===== src/rtl/enc_seq_pkg.sv =====
// Shared K-codes, FSM state encoding and the CRC-8 byte step for the TX sequencer.
// The CRC step is MSB first over polynomial x^8+x^2+x+1.
package enc_seq_pkg;

    localparam logic [7:0] K28_5 = 8'hBC;  // comma / idle
    localparam logic [7:0] K27_7 = 8'hFB;  // start of frame
    localparam logic [7:0] K29_7 = 8'hFD;  // end of frame
    localparam logic [7:0] K23_7 = 8'hF7;  // fill on source underrun
    localparam logic [7:0] K28_0 = 8'h1C;  // clock-compensation skip

    typedef enum logic [2:0] {
        ALIGN,
        IDLE,
        DATA,
        CRC,
        EOF,
        EOF_DROP,
        DROP
    } state_t;

    function automatic logic [7:0] crc8_next(input logic [7:0] crc, input logic [7:0] din);
        logic [7:0] c;
        c = crc ^ din;
        for (int i = 0; i < 8; i++) begin
            c = c[7] ? ((c << 1) ^ 8'h07) : (c << 1);
        end
        return c;
    endfunction

endpackage


===== src/rtl/enc_seq_crc8.sv =====
// Running CRC-8 over frame payload bytes; clr wins over en so SOF always starts from zero.
// Only instantiated when ENC_SEQ_CRC8_EN is defined.
module enc_seq_crc8
    import enc_seq_pkg::*;
(
    input  logic       clk,
    input  logic       rst,
    input  logic       clr,
    input  logic       en,
    input  logic [7:0] din,
    output logic [7:0] crc
);

    logic [7:0] crc_q, crc_d;

    always_comb begin
        crc_d = crc_q;
        if (clr) begin
            crc_d = 8'h00;
        end else if (en) begin
            crc_d = crc8_next(crc_q, din);
        end
    end

    always_ff @(posedge clk or posedge rst) begin
        if (rst) begin
            crc_q <= 8'h00;
        end else begin
            crc_q <= crc_d;
        end
    end

    assign crc = crc_q;

endmodule


===== src/rtl/enc_tx_sequencer.sv =====
// 8B/10B TX character scheduler: comma alignment, SOF/data/EOF framing, idle commas and skips.
// Define ENC_SEQ_CRC8_EN to append a CRC-8 data character before EOF on non-truncated frames.
module enc_tx_sequencer
    import enc_seq_pkg::*;
#(
    parameter int ALIGN_LEN   = 16,
    parameter int SKIP_PERIOD = 1024,
    parameter int MAX_LEN     = 256
) (
    input  logic       clk,
    input  logic       rst,
    input  logic       en,
    input  logic [7:0] s_data,
    input  logic       s_valid,
    input  logic       s_last,
    output logic       s_ready,
    output logic [7:0] enc_data,
    output logic       enc_k,
    output logic       link_up,
    output logic       err_underrun,
    output logic       err_len
);

    localparam int AW = $clog2(ALIGN_LEN + 1);
    localparam int SW = $clog2(SKIP_PERIOD);
    localparam int LW = $clog2(MAX_LEN + 1);

`ifdef ENC_SEQ_CRC8_EN
    localparam state_t LAST_NEXT = CRC;
`else
    localparam state_t LAST_NEXT = EOF;
`endif

    state_t        state_q, state_d;
    logic [AW-1:0] align_cnt_q;
    logic [SW-1:0] skip_cnt_q;
    logic [LW-1:0] len_cnt_q;
    logic          skip_pend_q, link_up_q, err_u_q, err_l_q;
    logic [7:0]    enc_data_q, enc_data_d;
    logic          enc_k_q, enc_k_d;
    logic          xfer, align_done, skip_tc, at_max, skip_take, sof;

    assign xfer       = s_valid & s_ready;
    assign align_done = (align_cnt_q == AW'(ALIGN_LEN - 1));
    assign skip_tc    = link_up_q && (skip_cnt_q == SW'(SKIP_PERIOD - 1));
    assign at_max     = (len_cnt_q == LW'(MAX_LEN - 1));
    assign skip_take  = (state_q == IDLE) && skip_pend_q;
    // A pending skip always goes out before a new SOF so it never lands inside a frame.
    assign sof        = (state_q == IDLE) && !skip_pend_q && en && s_valid;

`ifdef ENC_SEQ_CRC8_EN
    logic [7:0] crc;

    enc_seq_crc8 u_crc (
        .clk (clk),
        .rst (rst),
        .clr (sof),
        .en  ((state_q == DATA) && xfer),
        .din (s_data),
        .crc (crc)
    );
`endif

    always_ff @(posedge clk or posedge rst) begin
        if (rst) begin
            state_q <= ALIGN;
        end else begin
            state_q <= state_d;
        end
    end

    always_comb begin
        state_d = state_q;
        case (state_q)
            ALIGN:    if (align_done) state_d = IDLE;
            IDLE:     if (sof) state_d = DATA;
            DATA: begin
                if (xfer) begin
                    if (s_last)      state_d = LAST_NEXT;
                    else if (at_max) state_d = EOF_DROP;
                end
            end
            CRC:      state_d = EOF;
            EOF:      state_d = IDLE;
            EOF_DROP: state_d = DROP;
            DROP:     if (xfer && s_last) state_d = IDLE;
            default:  state_d = ALIGN;
        endcase
    end

    always_comb begin
        s_ready    = 1'b0;
        enc_data_d = K28_5;
        enc_k_d    = 1'b1;
        case (state_q)
            IDLE: begin
                if (skip_pend_q)          enc_data_d = K28_0;
                else if (en && s_valid)   enc_data_d = K27_7;
            end
            DATA: begin
                s_ready = 1'b1;
                if (s_valid) begin
                    enc_data_d = s_data;
                    enc_k_d    = 1'b0;
                end else begin
                    enc_data_d = K23_7;
                end
            end
`ifdef ENC_SEQ_CRC8_EN
            CRC: begin
                enc_data_d = crc;
                enc_k_d    = 1'b0;
            end
`endif
            EOF, EOF_DROP: enc_data_d = K29_7;
            DROP:          s_ready    = 1'b1;
            default: ;
        endcase
    end

    always_ff @(posedge clk or posedge rst) begin
        if (rst) begin
            align_cnt_q <= '0;
            link_up_q   <= 1'b0;
            skip_cnt_q  <= '0;
            skip_pend_q <= 1'b0;
            len_cnt_q   <= '0;
            err_u_q     <= 1'b0;
            err_l_q     <= 1'b0;
            enc_data_q  <= K28_5;
            enc_k_q     <= 1'b1;
        end else begin
            enc_data_q <= enc_data_d;
            enc_k_q    <= enc_k_d;
            if (state_q == ALIGN) begin
                align_cnt_q <= align_cnt_q + AW'(1);
                if (align_done) link_up_q <= 1'b1;
            end
            if (link_up_q) begin
                skip_cnt_q <= skip_tc ? '0 : skip_cnt_q + SW'(1);
            end
            // A new terminal count outranks clearing an older request in the same cycle.
            if (skip_tc)        skip_pend_q <= 1'b1;
            else if (skip_take) skip_pend_q <= 1'b0;
            if (sof || state_q == EOF || state_q == EOF_DROP) begin
                len_cnt_q <= '0;
            end else if (state_q == DATA && xfer) begin
                len_cnt_q <= len_cnt_q + LW'(1);
            end
            if (state_q == DATA && !s_valid)                   err_u_q <= 1'b1;
            if (state_q == DATA && xfer && !s_last && at_max)  err_l_q <= 1'b1;
        end
    end

    assign enc_data     = enc_data_q;
    assign enc_k        = enc_k_q;
    assign link_up      = link_up_q;
    assign err_underrun = err_u_q;
    assign err_len      = err_l_q;

endmodule


===== config.mk =====
export PLATFORM = sky130hd
export DESIGN_NAME = enc_tx_sequencer
export DESIGN_NICKNAME = d
export VERILOG_FILES = /design/src/rtl/enc_seq_pkg.sv /design/src/rtl/enc_seq_crc8.sv /design/src/rtl/enc_tx_sequencer.sv
export SDC_FILE = /design/constraint.sdc
export NUM_CORES = 1
export LEC_CHECK = 0
export CAP_MARGIN = 40
export CORE_ASPECT_RATIO = 1.2
export CORE_MARGIN = 2
export CORE_UTILIZATION = 50
export CTS_BUF_LIST = sky130_fd_sc_hd__clkbuf_2 sky130_fd_sc_hd__clkbuf_4 sky130_fd_sc_hd__clkbuf_8
export DETAILED_ROUTE_END_ITERATION = 10
export PLACE_DENSITY = 0.79
export SYNTH_ARGS = -nofsm -noshare
export SYNTH_HDL_FRONTEND = slang
export SYNTH_HIERARCHICAL = 1
export SYNTH_SLANG_ARGS = --single-unit

===== constraint.sdc =====
create_clock -name clk -period 3.4 [get_ports clk]
set_input_delay 0.51 -clock clk [delete_from_list [all_inputs] [get_ports clk]]
set_output_delay 0.51 -clock clk [all_outputs]
set_load 0.02 [all_outputs]

==> impl_metrics.csv <==
group,metric,value,unit
final_layout,multiInputGateArea,797.0,µm²
route,vias,1484,
status,status,"complete, no violations",
route,drc,0,
critical_path,r2r_cells,4,
sta,period_needed,2.192,ns
final_layout,fillers,279,
critical_path,cpMaxStageDelayCell,"clkdlybuf4s50_1",
global_route,grt-ovfl-total,0,
sta,tightestPinTransition,0.8390,ns
placed_design,globalplace.congestion,0.8694,
critical_path,cpPeakStageDelay,0.63,ns
logic_synthesis,ys_types,44,
global_route,grt_usage,19.57,%
final_layout,syn_to_final_growth,21.99,%
route,wl_per_cell,14.36,µm
floorplanning,io-pin-count,26,
critical_path,path_class,"flip-flop to output pin",
floorplanning,core_area,3633,µm²
critical_path,crit_path_end_kind,"output pin",
sta,hold_viol,0,
sta,setup_tns,0,ns
logic_synthesis,synth_seq_cells,40,
clock_tree,cts_tree,"done",
clock_tree,clk_latency,0.28,ns
route,drt_iter0_drc,105,
pwr,power.leakage,0.9731,nW
route,viasPerCell,5.664,
critical_path,r2r_start,"state_q[2]",
logic_synthesis,syn_avg_cell_area,10.30,µm²
critical_path,endpoint,"s_ready",
clock_tree,cts_resized,0,
critical_path,startpoint,"state_q[1]",
floorplanning,fp.dieH,71.43,µm
clock_tree,clock_sinks,40,
route,ant_nets,0,
clock_tree,clockBufferDepth,2,
logic_synthesis,synth_area_leaders,"dfrtp_1, dfstp_2, xnor2_1, ha_1, a21oi_1",
logic_synthesis,synth-seq-area-share,53.24,%
final_layout,fin_nets,227,
critical_path,crit_arrival,1.68,ns
sta,period_share,64.48,%
pwr,p_total,1.635,mW
logic_synthesis,syn_area,1894,µm²
logic_synthesis,yosys_warnings,6,
placed_design,numPortBuffers,25,
global_route,grt_first_pass_wirelength,6437,µm
clock_tree,cts_root_buf,"clkbuf_8",
logic_synthesis,synth_nets,202,
global_route,grt_max_degree,26,
floorplanning,initial_core_util,52.13,%
route,totalWireLength,3763,µm
critical_path,crit_chain,"nor2b_1 -> clkdlybuf4s50_1",
critical_path,cp-start-kind,"flip-flop",
logic_synthesis,synthCells,184,
critical_path,r2r_slack,1.64,ns
pwr,p_per_area,707.3,nW/µm²
logic_synthesis,yosysTopAreaCell,"dfrtp_1",
floorplanning,rows,24,
route,drt_pre_antenna_iters,4,
final_layout,seqCellArea,1008,µm²
critical_path,critPathMaxFanout,11,
sta,setup_violations,0,
final_layout,drive_gt1_share,10.95,%
pwr,irDropWorstVdd,0.0004177,V
sta,skew,0.007192,ns
placed_design,dp.final_hpwl,2768,µm
sta,fmax,456.1,MHz
sta,maxSlewViolCount,0,
clock_tree,path_clk_slew,0.08,ns
critical_path,cp_data_required_time,2.89,ns
sta,slew_headroom,44.07,%
final_layout,diodes,0,
clock_tree,post_cts.repair.setup_buffers,0,
critical_path,reg2reg_to,"len_cnt_q[5]",
floorplanning,die_w,60.19,µm
logic_synthesis,synth_top_area_share,44.91,%
sta,rsz0062_at_grt,"false",
floorplanning,die_area,4299,µm²
clock_tree,cts_made_buffers,5,
global_route,grt_pass1_vias,1480,
min_path,hold_path.class,"flip-flop to flip-flop",
clock_tree,ctsHoldBuffers,0,
clock_tree,h-tree-depth,2,
global_route,antenna_found_initial,0,
job,maxCapViolations,0,
-- layout make-up --
class                   instances  share of cell area, %
clock buffers                   7                  4.169
multi-input cells             121                  34.49
inverters                      15                  2.436
repair buffers                 26                  11.15
flip-flops and latches         40                  43.64
well taps                      52                  2.815
clock inverters                 1                  1.299
-- layer usage --
layer	share of wire, %	vias up	global-route usage [%]
met5	0	-	0
met4	3.3	0	10.12
met3	3.1	14	3.430
met2	51	41	33.57
met1	42	727	22.78
li1	-	702	-
-- stage by stage --
stage          setup WS, ns  cell area (µm²)  instances  hold WS, ns  util (%)
2_1_floorplan         1.789             1894        184       0.4381         -
3_3_place_gp          1.057             2185        254       0.4536     60.12
3_5_place_dp         0.9783             2185        254       0.4688     60.12
4_1_cts               1.192             2311        262       0.4868     63.60
5_1_grt               1.143             2311        262       0.5069     63.60
6_report              1.208             2311        262       0.4793     63.60
-- layout by cell type (no fill, tap or decap), types with 2 or more instances in the layout --
cell type        instances
or4_1                    3
clkdlybuf4s50_1         25
o31ai_1                  5
dfrtp_1                 34
nand3_1                  5
and4_1                   2
a21o_1                   5
nand3b_1                 2
o221a_2                  2
and3_1                   2
inv_1                   14
nor3_1                   2
nand4_1                  6
clkbuf_8                 7
nand2b_1                 4
nor2_1                   9
nand2_1                 12
o21ai_0                  9
dfstp_2                  6
or3_1                    4
nor2b_1                  2
a21oi_1                 12
ha_1                     5
o21bai_1                 4
xnor2_1                  8
-- worst max-delay path, delay by kind of cell, from the launching register on --
family | cells | cell delay (ns)
and+or+nand+nor | 1 | 0.24
buffers and inverters | 1 | 0.63
DFF | 1 | 0.52
-- flip-flops by register name (all words and copies together), names as in the netlist, 3 cells and up --
register     flops
skip_cnt_q      10
len_cnt_q        9
enc_data         8
align_cnt_q      5
state_q          3
-- where the power goes --
group          internal (mW)  switching [mW]  total (mW)
logic                  0.244           0.259       0.503
registers              0.599           0.116       0.715
clock network          0.259           0.157       0.416
total                   1.10           0.533        1.63
-- worst min path at each step --
| stage | from | endpoint | slack, ns | depth (start not counted) |
|---|---|---|---|---|
| after floorplan | align_cnt_q[3] | align_cnt_q[3] | 0.44 | 1 |
| after global placement | err_len | err_len | 0.45 | 2 |
| after detailed placement | err_len | err_len | 0.47 | 2 |
| after CTS | err_len | err_len | 0.49 | 2 |
| after global routing | err_len | err_len | 0.51 | 2 |
| final | err_len | err_len | 0.48 | 2 |
-- logic make-up after synthesis --
kind of cell	share of synthesized area, %
AOI/OAI and AO/OA	16.05
adders and majority gates	3.303
DFF	53.24
and+or+nand+nor	17.97
muxes	0.5944
xor gates and xnor gates	4.161
buffers and inverters	4.689
-- cell usage after synthesis, drive strengths merged --
master	n
a211oi	1
a21boi	1
a21o	5
a21oi	12
a31oi	1
a32o	1
and2	1
and3	2
and4	2
and4bb	1
buf	2
clkbuf	6
dfrtp	34
dfstp	6
ha	5
inv	15
mux2	1
nand2	12
nand2b	4
nand3	5
nand3b	2
nand4	6
nand4b	1
nor2	9
nor2b	2
nor3	3
nor4	1
o2111ai	1
o21a	1
o21ai	9
o21bai	4
o221a	2
o22ai	1
o2bb2ai	1
o311ai	1
o31ai	5
or2	1
or3	4
or3b	1
or4	3
xnor2	8
xor2	1
Note: power is estimated with default switching activity, not from simulation.
